[src/rtl/alu_pkg.sv]
// Shared definitions for the ALU status-flag consumers: flag layout,
// branch condition codes, branch FSM states and the condition evaluator.
package alu_pkg;

  localparam int unsigned FLAG_W = 3;
  localparam int unsigned COND_W = 3;

  localparam int unsigned FLAG_Z = 0;
  localparam int unsigned FLAG_C = 1;
  localparam int unsigned FLAG_V = 2;

  localparam logic [COND_W-1:0] COND_ALWAYS = 3'b000;
  localparam logic [COND_W-1:0] COND_Z      = 3'b001;
  localparam logic [COND_W-1:0] COND_NZ     = 3'b010;
  localparam logic [COND_W-1:0] COND_C      = 3'b011;
  localparam logic [COND_W-1:0] COND_NC     = 3'b100;
  localparam logic [COND_W-1:0] COND_V      = 3'b101;
  localparam logic [COND_W-1:0] COND_NV     = 3'b110;
  localparam logic [COND_W-1:0] COND_NEVER  = 3'b111;

  typedef logic [FLAG_W-1:0] flags_t;

  typedef enum logic [0:0] {
    ST_IDLE = 1'b0,
    ST_RESP = 1'b1
  } br_state_e;

  // Resolve a condition code against a {V, C, Z} flag vector.
  function automatic logic cond_eval(input logic [COND_W-1:0] cond, input flags_t f);
    logic res;
    res = 1'b0;
    case (cond)
      COND_ALWAYS: res = 1'b1;
      COND_Z:      res = f[FLAG_Z];
      COND_NZ:     res = ~f[FLAG_Z];
      COND_C:      res = f[FLAG_C];
      COND_NC:     res = ~f[FLAG_C];
      COND_V:      res = f[FLAG_V];
      COND_NV:     res = ~f[FLAG_V];
      COND_NEVER:  res = 1'b0;
      default:     res = 1'b0;
    endcase
    return res;
  endfunction

endpackage

[src/rtl/flag_branch_unit_if.sv]
// Branch request/response channel between the sequencer (master) and the
// flag/branch unit (slave).
interface flag_branch_unit_if #(
  parameter int unsigned PC_W = 8
);

  logic                        br_valid;
  logic                        br_ready;
  logic [alu_pkg::COND_W-1:0]  br_cond;
  logic [PC_W-1:0]             br_pc;
  logic [PC_W-1:0]             br_target;
  logic                        rsp_valid;
  logic                        rsp_ready;
  logic                        rsp_taken;
  logic [PC_W-1:0]             rsp_next_pc;

  modport master (
    output br_valid, br_cond, br_pc, br_target, rsp_ready,
    input  br_ready, rsp_valid, rsp_taken, rsp_next_pc
  );

  modport slave (
    input  br_valid, br_cond, br_pc, br_target, rsp_ready,
    output br_ready, rsp_valid, rsp_taken, rsp_next_pc
  );

endinterface

[src/rtl/flag_branch_unit_flag_stack.sv]
// LIFO of saved flag vectors for interrupt entry/return. Simultaneous push
// and pop is a no-op; overflow/underflow leave the stack intact and set err.
module flag_stack
  import alu_pkg::*;
#(
  parameter int unsigned DEPTH = 4
) (
  input  logic   clk,
  input  logic   rst,
  input  logic   push,
  input  logic   pop,
  input  flags_t din,
  output flags_t top_c,
  output logic   full,
  output logic   empty,
  output logic   err
);

  localparam int unsigned IDX_W = $clog2(DEPTH);
  localparam int unsigned CNT_W = IDX_W + 1;

  logic [CNT_W-1:0] cnt;
  logic [CNT_W-1:0] cnt_nxt;
  logic             do_push;
  logic             do_pop;
  logic             bad_op;
  flags_t           mem [DEPTH];

  always_comb begin
    do_push = push & ~pop & ~full;
    do_pop  = pop & ~push & ~empty;
    bad_op  = (push & ~pop & full) | (pop & ~push & empty);
    cnt_nxt = cnt;
    if (do_push) begin
      cnt_nxt = cnt + CNT_W'(1);
    end else if (do_pop) begin
      cnt_nxt = cnt - CNT_W'(1);
    end
  end

  // Status flags are registered alongside the count so they are glitch-free.
  always_ff @(posedge clk or posedge rst) begin
    if (rst) begin
      cnt   <= '0;
      full  <= 1'b0;
      empty <= 1'b1;
      err   <= 1'b0;
    end else begin
      cnt   <= cnt_nxt;
      full  <= (cnt_nxt == CNT_W'(DEPTH));
      empty <= (cnt_nxt == '0);
      err   <= err | bad_op;
    end
  end

  always_ff @(posedge clk) begin
    if (do_push) begin
      mem[cnt[IDX_W-1:0]] <= din;
    end
  end

  // Index wraps harmlessly when empty; callers gate on empty.
  assign top_c = mem[IDX_W'(cnt - CNT_W'(1))];

endmodule

[src/rtl/flag_branch_unit.sv]
// Latches ALU status flags, saves/restores them on a small stack and resolves
// conditional branches against the (forwarded) flags via a valid/ready pair.
module flag_branch_unit
  import alu_pkg::*;
#(
  parameter int unsigned PC_W      = 8,
  parameter int unsigned STK_DEPTH = 4
) (
  input  logic                clk,
  input  logic                rst,
  input  logic                alu_zero,
  input  logic                alu_carry,
  input  logic                alu_overflow,
  input  logic                flag_we,
  input  logic                push,
  input  logic                pop,
  flag_branch_unit_if.slave   bus,
  output logic [FLAG_W-1:0]   flags,
  output logic                stk_full,
  output logic                stk_empty,
  output logic                stk_err
);

  flags_t          alu_flags;
  flags_t          stk_top_c;
  flags_t          flags_nxt;
  logic            pop_ok;

  br_state_e       state;
  br_state_e       state_nxt;
  logic            br_ready_q;
  logic            br_ready_nxt;
  logic            rsp_valid_q;
  logic            rsp_valid_nxt;
  logic            rsp_taken_q;
  logic            rsp_taken_nxt;
  logic [PC_W-1:0] rsp_next_pc_q;
  logic [PC_W-1:0] rsp_next_pc_nxt;
  logic            taken_c;

  assign alu_flags = {alu_overflow, alu_carry, alu_zero};

  // Next flag value: a successful pop wins over an ALU load.
  always_comb begin
    pop_ok    = pop & ~push & ~stk_empty;
    flags_nxt = flags;
    if (pop_ok) begin
      flags_nxt = stk_top_c;
    end else if (flag_we) begin
      flags_nxt = alu_flags;
    end
  end

  always_ff @(posedge clk or posedge rst) begin
    if (rst) begin
      flags <= '0;
    end else begin
      flags <= flags_nxt;
    end
  end

  flag_stack #(
    .DEPTH (STK_DEPTH)
  ) u_flag_stack (
    .clk   (clk),
    .rst   (rst),
    .push  (push),
    .pop   (pop),
    .din   (flags),
    .top_c (stk_top_c),
    .full  (stk_full),
    .empty (stk_empty),
    .err   (stk_err)
  );

  // Branch FSM next-state and registered response outputs.
  always_comb begin
    state_nxt       = state;
    br_ready_nxt    = br_ready_q;
    rsp_valid_nxt   = rsp_valid_q;
    rsp_taken_nxt   = rsp_taken_q;
    rsp_next_pc_nxt = rsp_next_pc_q;
    taken_c         = cond_eval(bus.br_cond, flags_nxt);
    case (state)
      ST_IDLE: begin
        if (bus.br_valid) begin
          state_nxt       = ST_RESP;
          br_ready_nxt    = 1'b0;
          rsp_valid_nxt   = 1'b1;
          rsp_taken_nxt   = taken_c;
          rsp_next_pc_nxt = taken_c ? bus.br_target : bus.br_pc + PC_W'(1);
        end
      end
      ST_RESP: begin
        if (bus.rsp_ready) begin
          state_nxt     = ST_IDLE;
          br_ready_nxt  = 1'b1;
          rsp_valid_nxt = 1'b0;
        end
      end
      default: begin
        state_nxt     = ST_IDLE;
        br_ready_nxt  = 1'b1;
        rsp_valid_nxt = 1'b0;
      end
    endcase
  end

  always_ff @(posedge clk or posedge rst) begin
    if (rst) begin
      state         <= ST_IDLE;
      br_ready_q    <= 1'b1;
      rsp_valid_q   <= 1'b0;
      rsp_taken_q   <= 1'b0;
      rsp_next_pc_q <= '0;
    end else begin
      state         <= state_nxt;
      br_ready_q    <= br_ready_nxt;
      rsp_valid_q   <= rsp_valid_nxt;
      rsp_taken_q   <= rsp_taken_nxt;
      rsp_next_pc_q <= rsp_next_pc_nxt;
    end
  end

  assign bus.br_ready    = br_ready_q;
  assign bus.rsp_valid   = rsp_valid_q;
  assign bus.rsp_taken   = rsp_taken_q;
  assign bus.rsp_next_pc = rsp_next_pc_q;

endmodule

[src/flat_wrapper.sv]
// flat-port wrapper written by rule: the top's interface ports become plain ports
module flag_branch_unit_flat import alu_pkg::*;
#(
  parameter int unsigned PC_W      = 8,
  parameter int unsigned STK_DEPTH = 4
)
  (clk, rst, alu_zero, alu_carry, alu_overflow, flag_we, push, pop, flags, stk_full, stk_empty, stk_err, bus_br_valid, bus_br_cond, bus_br_pc, bus_br_target, bus_rsp_ready, bus_br_ready, bus_rsp_valid, bus_rsp_taken, bus_rsp_next_pc);
  flag_branch_unit_if #(.PC_W(PC_W)) bus_i ();
  input  logic clk;
  input  logic rst;
  input  logic alu_zero;
  input  logic alu_carry;
  input  logic alu_overflow;
  input  logic flag_we;
  input  logic push;
  input  logic pop;
  output logic [FLAG_W-1:0] flags;
  output logic stk_full;
  output logic stk_empty;
  output logic stk_err;
  input wire logic [$bits(bus_i.br_valid)-1:0] bus_br_valid;
  input wire logic [$bits(bus_i.br_cond)-1:0] bus_br_cond;
  input wire logic [$bits(bus_i.br_pc)-1:0] bus_br_pc;
  input wire logic [$bits(bus_i.br_target)-1:0] bus_br_target;
  input wire logic [$bits(bus_i.rsp_ready)-1:0] bus_rsp_ready;
  output wire logic [$bits(bus_i.br_ready)-1:0] bus_br_ready;
  output wire logic [$bits(bus_i.rsp_valid)-1:0] bus_rsp_valid;
  output wire logic [$bits(bus_i.rsp_taken)-1:0] bus_rsp_taken;
  output wire logic [$bits(bus_i.rsp_next_pc)-1:0] bus_rsp_next_pc;
  assign bus_i.br_valid = bus_br_valid;
  assign bus_i.br_cond = bus_br_cond;
  assign bus_i.br_pc = bus_br_pc;
  assign bus_i.br_target = bus_br_target;
  assign bus_i.rsp_ready = bus_rsp_ready;
  assign bus_br_ready = bus_i.br_ready;
  assign bus_rsp_valid = bus_i.rsp_valid;
  assign bus_rsp_taken = bus_i.rsp_taken;
  assign bus_rsp_next_pc = bus_i.rsp_next_pc;
  flag_branch_unit #(.PC_W(PC_W), .STK_DEPTH(STK_DEPTH)) u_core (.clk(clk), .rst(rst), .alu_zero(alu_zero), .alu_carry(alu_carry), .alu_overflow(alu_overflow), .flag_we(flag_we), .push(push), .pop(pop), .bus(bus_i), .flags(flags), .stk_full(stk_full), .stk_empty(stk_empty), .stk_err(stk_err));
endmodule
[config.mk]
export PLATFORM = sky130hd
export DESIGN_NAME = flag_branch_unit_flat
export DESIGN_NICKNAME = d
export VERILOG_FILES = /design/src/rtl/alu_pkg.sv /design/src/rtl/flag_branch_unit_if.sv /design/src/rtl/flag_branch_unit_flag_stack.sv /design/src/rtl/flag_branch_unit.sv /design/src/flat_wrapper.sv
export SDC_FILE = /design/constraint.sdc
export NUM_CORES = 1
export LEC_CHECK = 0
export CAP_MARGIN = 30
export CELL_PAD_IN_SITES_DETAIL_PLACEMENT = 0
export CELL_PAD_IN_SITES_GLOBAL_PLACEMENT = 1
export CORE_MARGIN = 2
export CORE_UTILIZATION = 40
export CTS_CLUSTER_SIZE = 24
export DETAILED_ROUTE_END_ITERATION = 6
export PLACE_DENSITY = 0.94
export SLEW_MARGIN = 10
export SYNTH_ARGS = -nofsm -noshare
export SYNTH_HDL_FRONTEND = slang
export SYNTH_HIERARCHICAL = 1
export SYNTH_SLANG_ARGS = --single-unit
[constraint.sdc]
create_clock -name clk -period 5.1 [get_ports clk]
set_clock_uncertainty 0.15 [all_clocks]
set_input_delay 0.765 -clock clk [delete_from_list [all_inputs] [get_ports clk]]
set_output_delay 0.765 -clock clk [all_outputs]
set_load 0.1 [all_outputs]
* Word level (Yosys, flattened, before mapping) *
Memory sizes are Yosys's and may differ from the RTL's.
Cells that the tools add are included.

operators by class
  add/subtract/negate cells = 3
  equality and inequality tests = 10
  muxes and demuxes = 17
  bitwise operators = 16
  reductions and logical operators = 4

operators with widths
  kind                 number
  $eq 3x3->1 const B   5
  $mux 3               4
  $add 8x1->8 const B  1
  $mux 1               8
  $mux 8               1
  $not 1->1            8
  $pmux 1 s8           1
  $and 1x1->1          6
  $eq 3x2->1 const B   2
  $logic_not 3->1      2
  $pmux 1 s2           3
  $ne 2x2->1 const B   2
  $reduce_and 2->1     2
  $add 3x1->3 const B  1
  $eq 3x1->1 const B   1
  $sub 3x1->3 const B  1
  $or 1x1->1           2

word-level totals
  bits in registers = 21
  memory bits (writable) = 12
  bits of input ports = 29
  output and inout port bits = 17
  word-level logic and storage cells = 61
  memories kept = 1

memories
  memory                   words  width  rd ports  clocked after memory_dff  write ports  line                               text
  u_core.u_flag_stack.mem  4      3      1         0                         1            flag_branch_unit_flag_stack.sv:27  flags_t mem [DEPTH];

* Logic depth before layout (Yosys ltp) *
Gate-level depths: netlist of the first run.

  depth after elaboration = 7
  gate-level depth with buffers = 10
  gate-level depth less buffers = 8

* By module *
Netlist of the first run, hierarchy kept.

by module, submodules not included
  module            times used  cells each  area an instance (µm²)  seq. area each (µm²)
  flag_branch_unit  1           106         969.7                   376.6
  flag_stack        1           54          852.1                   511.7

* Least setup slack after synthesis of the first run *
OpenSTA, ideal clock, no wires.

  path kind = register to register
  start point = register u_core.u_flag_stack.cnt[0]
  end point = register u_core.rsp_next_pc_q[0] (netlist: u_core/bus.rsp_next_pc[0])
  setup time = 0.082 ns
  arrival = 2.447 ns
  data required time = 4.868 ns
  slack = 2.421 ns
  cell stages (with the launch flop) = 11
  path buffers = 2
  clock period less this slack = 2.679 ns
  cell sequence = dfrtp_1 -> buf_4 -> inv_1 -> ha_1 -> mux4_2 -> nor4b_1 -> a2111oi_2 -> nand4bb_1 -> buf_2 -> or3_1 -> a31oi_1

between the ends
  longest elaborated chain between the ends = 6
  elaborated cells on any way between the ends = 8
  classes of those cells = add/sub: 1; mux: 3; bitwise: 3; memory: 1

ends and longest elaborated chain
  item                           line                               text
  from (decl)                    flag_branch_unit_flag_stack.sv:22  logic [CNT_W-1:0] cnt;
  from (signal assigned)         flag_branch_unit_flag_stack.sv:49  cnt <= cnt_nxt;
  $sub 3x1->3 (*)                flag_branch_unit_flag_stack.sv:63  assign top_c = mem[IDX_W'(cnt - CNT_W'(1))];
  $mem_v2 4x3 (*)                --
  named net u_core.stk_top_c[0]  flag_branch_unit.sv:25             flags_t stk_top_c;
  $mux 3 (*)                     flag_branch_unit.sv:47             if (pop_ok) begin
  $not 1->1                      alu_pkg.sv:35                      COND_NZ: res = ~f[FLAG_Z];
  $pmux 1 s8 (*)                 alu_pkg.sv:32                      case (cond)
  $mux 8 (*)                     flag_branch_unit.sv:91             rsp_next_pc_nxt = taken_c ? bus.br_target : bus.br_pc + PC_W'(1);
  to (signal assigned)           flag_branch_unit.sv:121            rsp_next_pc_q <= rsp_next_pc_nxt;
  to (decl)                      flag_branch_unit.sv:37             logic [PC_W-1:0] rsp_next_pc_q;

The timed path passes the listed nets; every way through them passes the cells marked *.
A chain may end at the register's enable or synchronous reset.

* Final worst setup path of the first run *
Same ends and word-level chain as after synthesis.

==> metrics, run 1 <==
vias in the first global route=1404; Final Hold Viols=0; most frequent cells in the layout=clkdlybuf4s50_1, dfrtp_1, edfxtp_1; maxcap violations=0; Syn. warnings=6; postcts setup bufs=0; Leakage=0.911 nW; die width=between 70 and 80 um; synthesized instance count=160; Final Power=1.43 mW; # setup viols final=0; Post-Route WL=3990 um; Unique masters post-synth=between 40 and 50; Max Freq=313 MHz; CTS Buf Count=5; DP Wirelength=a little over 3000 um; fin crit share=62.7%; setup TNS=0 ps; post-layout min period=3200 ps; hold-fix buffers at CTS=0; layout overhead on the synthesized area=31.5%; final instance area=about 2400 um^2; clk sinks=33; DR iter-0 viols=59; post-synthesis async set-or-reset flop share=63.6%; CTS tree=built; Rows=24; CP endpoint kind=flop; clk_lat worst skew=roughly 280 ps; gpl congestion=0.771; Critical-path top delay cell=dfrtp_1; initial antenna violation count=0; RSZ-0062 raised after global routing=no; Area after DPL=between 2000 and 2500 um^2; leading cell type in the layout, fill and taps excluded=clkdlybuf4s50_1; Antenna Cells=0; core area=about 4400 um^2; sequential share of the synthesized area=48.8%; post-synthesis area per instance=11.4 um^2; Final nets=between 200 and 250; outcome=completed; clk buf depth=2; PwrDens=598 nW/um^2; synthesized net count=slightly below 200; Via density=5.47; First-pass DRT Iterations=4; drt drc=0; H-tree Lvls=2; Final WS setup=1900 ps; Finished Layout Cells=between 200 and 300; mapped cell area=roughly 1800 um^2; routed len/inst=~15 um; ordered cell list for the critical path=inv_1, ha_1, mux4_2, nor4b_1, a2111oi_2, nand4bb_1, or3_1, a31oi_1; crit path kind=flop to flop; first-pass GRT wire length=6620 um; layout cell share with drive strength beyond 1=11.1%; Worst Hold Class=flop to flop; root buf cell=clkbuf_8; Worst EP arrival=around 3300 ps; PostCTS Resize Cnt=0; GRT Util Overall=16.9%; Slew HR=34.7%; Starting Density=41.6%; worst vdd ir=0.000506 V; input/output buffers=45; Clock Pin Slew Worst Setup and Hold Paths=roughly 70 ps; prevailing post-synth register cell=dfrtp_1; die area=about 5100 um^2; Post-synth EDFFs=12; dpl cells=252; crit-path max FO=9; Slew Limit Fails=0; measured slew at the worst slew-check pin=976 ps; vias=1423; worst path required time=around 5200 ps; largest net degree at the start of global routing=17; worst hold slack=322 ps; DP Worst Slack=1790 ps; GRT Residual Overflow=0; Die Span Y=71.5 um; I/O pins=46; Worst path max stage delay=540 ps; Util after Layout=54.6%; startpoint types=flop; Synth Register Bits=33; antenna-violating nets left=0
-- power breakdown --
group          total (mW)  leakage (nW)  internal [mW]  switching, mW
Clock               0.189        0.0388         0.0945         0.0942
Combinational       0.794         0.517          0.233          0.561
Sequential          0.451         0.354          0.370         0.0807
Total                1.43         0.911          0.698          0.736
-- kinds of logic after synthesis --
| kind of cell | Yosys count | synth area share [%] |
|---|---|---|
| adder cells (fa/ha/maj) | 6 | 4.12 |
| XOR/XNOR | 8 | 4.26 |
| buffers and inverters | 11 | 2.68 |
| flip-flops | 33 | 48.8 |
| multiplexers | 6 | 5.36 |
| AO/OA/AOI/OAI | 43 | 15.0 |
| AND/OR/NAND/NOR | 53 | 19.8 |
-- Yosys cell counts (3+ instances only) --
master,n,area (um^2)
a31oi_1,4,25.0
o21ai_1,6,30.0
o21ai_0,9,45.0
nand4bb_1,4,45.0
a21oi_1,10,50.1
inv_1,6,22.5
buf_2,3,15.0
mux2i_1,3,30.0
nand2_1,10,37.5
mux4_2,3,67.6
nor4b_1,3,26.3
dfrtp_1,19,475
nand3_1,3,15.0
nand3b_1,3,22.5
ha_1,6,75.1
o211ai_1,3,22.5
nor2_1,8,30.0
xnor2_1,6,52.6
edfxtp_1,12,360
and2_2,4,30.0
o31ai_1,6,45.0
-- state kept, by name (all words and copies together) (netlist names) --
register,flops
u_core/flags,3
u_core/bus.rsp_valid,1
u_core/u_flag_stack/empty,1
u_core/state,1
u_core/u_flag_stack/full,1
u_core/bus.br_ready,1
u_core/u_flag_stack/err,1
u_core/bus.rsp_taken,1
u_core/bus.rsp_next_pc,8
u_core/u_flag_stack/cnt,3
u_core/u_flag_stack/mem,12
-- critical path: cells and delay by family, from the launching register on --
| kind | cells | cell delay, ps |
|---|---|---|
| AO/OA/AOI/OAI | 2 | 290 |
| adder cells (fa/ha/maj) | 1 | 430 |
| buffers and inverters | 1 | 140 |
| flip-flops | 1 | 540 |
| multiplexers | 1 | 350 |
| AND/OR/NAND/NOR | 3 | 1220 |
-- layout make-up --
| cell class | count | area, um^2 |
|---|---|---|
| sequential | 33 | 888 |
| multi-input combinational | 116 | 885 |
| clock inverter | 2 | 11.3 |
| inverter | 6 | 22.5 |
| clock buffer | 6 | 72.6 |
| fill | 396 | 1990 |
| tap | 52 | 65.1 |
| timing repair buffer | 45 | 450 |
-- metal layers --
metal  GRT usage (%)  part of all wire [%]  vias to the layer above
met5               0                     0                        -
met1            22.8                    46                      685
met4            6.29                   1.1                        0
met2            25.5                    49                       34
li1                -                     -                      700
met3            5.34                   4.1                        4
-- path summary, 6_finish.rpt --
kind                       slack [ps]  depth (start not counted)                                 start                                    end
setup reg to reg                 1900                          8  u_core/u_flag_stack/cnt[0]$_DFF_PP0_  u_core/bus.rsp_next_pc[0]$_DFFE_PP0P_
hold / removal                    320                          2     u_core/u_flag_stack/err$_DFF_PP0_      u_core/u_flag_stack/err$_DFF_PP0_
min in group asynchronous         590                          2                                   rst   u_core/u_flag_stack/cnt[0]$_DFF_PP0_
max in group asynchronous        3670                          2                                   rst              u_core/flags[2]$_DFF_PP0_
hold reg to reg                   320                          2     u_core/u_flag_stack/err$_DFF_PP0_      u_core/u_flag_stack/err$_DFF_PP0_
setup / recovery                 1900                          8  u_core/u_flag_stack/cnt[0]$_DFF_PP0_  u_core/bus.rsp_next_pc[0]$_DFFE_PP0P_
No activity file was read; power rests on OpenSTA's default activity.
==> inputs of run 2 (changes only) <==
--- a/config.mk
+++ b/config.mk
@@ -9,10 +9,10 @@
 export CELL_PAD_IN_SITES_DETAIL_PLACEMENT = 0
 export CELL_PAD_IN_SITES_GLOBAL_PLACEMENT = 1
 export CORE_MARGIN = 2
-export CORE_UTILIZATION = 40
+export CORE_UTILIZATION = 34
 export CTS_CLUSTER_SIZE = 24
 export DETAILED_ROUTE_END_ITERATION = 6
-export PLACE_DENSITY = 0.94
+export PLACE_DENSITY = 0.86
 export SLEW_MARGIN = 10
 export SYNTH_ARGS = -nofsm -noshare
 export SYNTH_HDL_FRONTEND = slang
==> constraint.sdc (replaced) <==
create_clock -name clk -period 2.8 [get_ports clk]
set_clock_uncertainty 0.15 [all_clocks]
set_input_delay 0.42 -clock clk [delete_from_list [all_inputs] [get_ports clk]]
set_output_delay 0.42 -clock clk [all_outputs]
set_load 0.1 [all_outputs]
==> metrics, run 2 (synthesized netlist as in run 1, its figures left out) <==
postcts setup bufs=0 (unchanged); clk sinks=33 (unchanged); Final WS setup=200 ps (-1700 ps); startpoint types=flop; Rows=26 (+8.3%); vias in the first global route=1441 (+2.6%); Slew HR=60.2% (+25 points); R2R depth=9 (+1); Worst path max stage delay=350 ps (-190 ps); H-tree Lvls=2 (unchanged); DR iter-0 viols=38 (-36%); worst setup path startpoint=u_core/u_flag_stack/cnt[1]$_DFF_PP0_; Max Freq=385 MHz (+23%); RSZ-0062 raised after global routing=no; I/O pins=46 (unchanged); setup TNS=0 ps (unchanged); die area=5960 um^2 (+17%); Post-Route WL=4130 um (+3.4%); fin crit share=92.9% (+30 points); crit path kind=flop to flop; Worst Hold Class=primary input to asynchronous set/reset pin; initial antenna violation count=0 (unchanged); clk_lat worst skew=270 ps (about the same); dpl cells=281 (+12%); outcome=completed; Starting Density=35.4% (-6.1 points); Leakage=0.990 nW (+8.7%); measured slew at the worst slew-check pin=596 ps (-380 ps); Final nets=253 (+4.5%); root buf cell=clkbuf_8; crit-path max FO=5 (-4); Via density=5.01 (-8.4%); FF-to-FF End=u_core/bus.rsp_next_pc[4]$_DFFE_PP0P_; Clock Pin Slew Worst Setup and Hold Paths=70 ps (about the same); largest net degree at the start of global routing=16 (-1); clk buf depth=2 (unchanged); DP Worst Slack=140 ps (-1650 ps); CTS tree=built; maxcap violations=0 (unchanged); Worst setup endpoint=u_core/bus.rsp_next_pc[4]$_DFFE_PP0P_; Final Hold Viols=0 (unchanged); Die Span Y=77.2 um (+8.0%); CTS Buf Count=5 (unchanged); Antenna Cells=0 (unchanged); Critical-path top delay cell=dfrtp_1; first-pass GRT wire length=6890 um (+4.1%); DP Wirelength=3170 um (+5.0%); GRT Residual Overflow=0 (unchanged); R2R Path Start=u_core/u_flag_stack/cnt[1]$_DFF_PP0_; core area=5140 um^2 (+17%); antenna-violating nets left=0 (unchanged); GRT Util Overall=14.6% (-2.3 points); post-layout min period=2600 ps (-598 ps); layout cell share with drive strength beyond 1=23.7% (+13 points); most frequent cells in the layout=clkdlybuf4s50_1, buf_4, dfrtp_1; gpl congestion=0.824 (+6.9%); routed len/inst=14.3 um (-6.9%); flop2flop setup slack=200 ps (-1700 ps); Finished Layout Cells=289 (+11%); worst path required time=2810 ps (-2340 ps); PwrDens=1090 nW/um^2 (+82%); # setup viols final=0 (unchanged); layout overhead on the synthesized area=35.6%; # fillers=511 (+29%); worst vdd ir=0.000776 V (+53%); First-pass DRT Iterations=4 (unchanged); CP endpoint kind=flop; vias=1449 (+1.8%); Slew Limit Fails=0 (unchanged); die width=77.2 um (+8.0%); ordered cell list for the critical path=inv_1, ha_1, mux4_2, nor4b_2, a2111oi_2, nand4bb_1, buf_4, o31ai_1, o21ai_1; Worst EP arrival=2610 ps (-640 ps); input/output buffers=45 (unchanged); drt drc=0 (unchanged); max reg flops=12 (unchanged)
[run 2: per-layer routing]
metal | track usage (%) | up-vias | part of all wire, %
li1 | - | 720 | -
met1 | 19.7 | 686 | 45
met2 | 22.4 | 37 | 49
met3 | 2.94 | 6 | 4.7
met4 | 6.61 | 0 | 1.7
met5 | 0 | - | 0
[run 2: repair_timing]
item,CTS,global route
endpoints found under the setup margin,0,6
hold buffers,0,0
gates resized for setup,0,1
[run 2: worst min path at each step]
| stage | endpoint | slack [ps] | cells past startpoint | start |
|---|---|---|---|---|
| after floorplan | u_core/u_flag_stack/cnt[0]$_DFF_PP0_ | 60 | 1 | rst |
| after global placement | u_core/bus.br_ready$_DFFE_PP1P_ | 320 | 2 | u_core/bus.br_ready$_DFFE_PP1P_ |
| after detailed placement | u_core/u_flag_stack/err$_DFF_PP0_ | 330 | 2 | u_core/u_flag_stack/err$_DFF_PP0_ |
| after CTS | u_core/u_flag_stack/full$_DFF_PP0_ | 230 | 2 | rst |
| after global routing | u_core/u_flag_stack/full$_DFF_PP0_ | 250 | 2 | rst |
| final | u_core/u_flag_stack/cnt[2]$_DFF_PP0_ | 230 | 2 | rst |
[run 2: worst max-delay path: cells and delay by family (launching register included)]
family | cells | cell delay [ps]
and+or+nand+nor | 2 | 570
muxes | 1 | 340
adders and majority gates | 1 | 350
AOI/OAI and AO/OA | 3 | 460
buffers and inverters | 2 | 270
DFF | 1 | 350
[run 2: power by group]
group | switching (mW) | internal (mW) | total [mW] | leakage [nW]
clock network | 0.162 | 0.200 | 0.363 | 0.0455
logic | 1.07 | 0.461 | 1.53 | 0.590
registers | 0.128 | 0.674 | 0.802 | 0.354
[run 2: layout make-up]
cell class	count	area [um^2]	area share, %
clock buffer	8	90.1	3.65
inverter	6	22.5	0.912
sequential	33	888	36.0
tap	70	87.6	3.55
timing repair buffer	56	490	19.9
multi-input combinational	116	891	36.1
[run 2: per-stage QoR]
stage | hold slack [ps] | power [mW] | instance area, um^2 | utilization [%]
after floorplan | 60.2 | 1.92 | 1820 | -
after global routing | 249 | 2.84 | 2470 | 48.1
after global placement | 317 | 2.32 | 2370 | 46.2
after detailed placement | 328 | 2.33 | 2370 | 46.2
final | 231 | 2.69 | 2470 | 48.1
after CTS | 226 | 2.71 | 2460 | 47.9
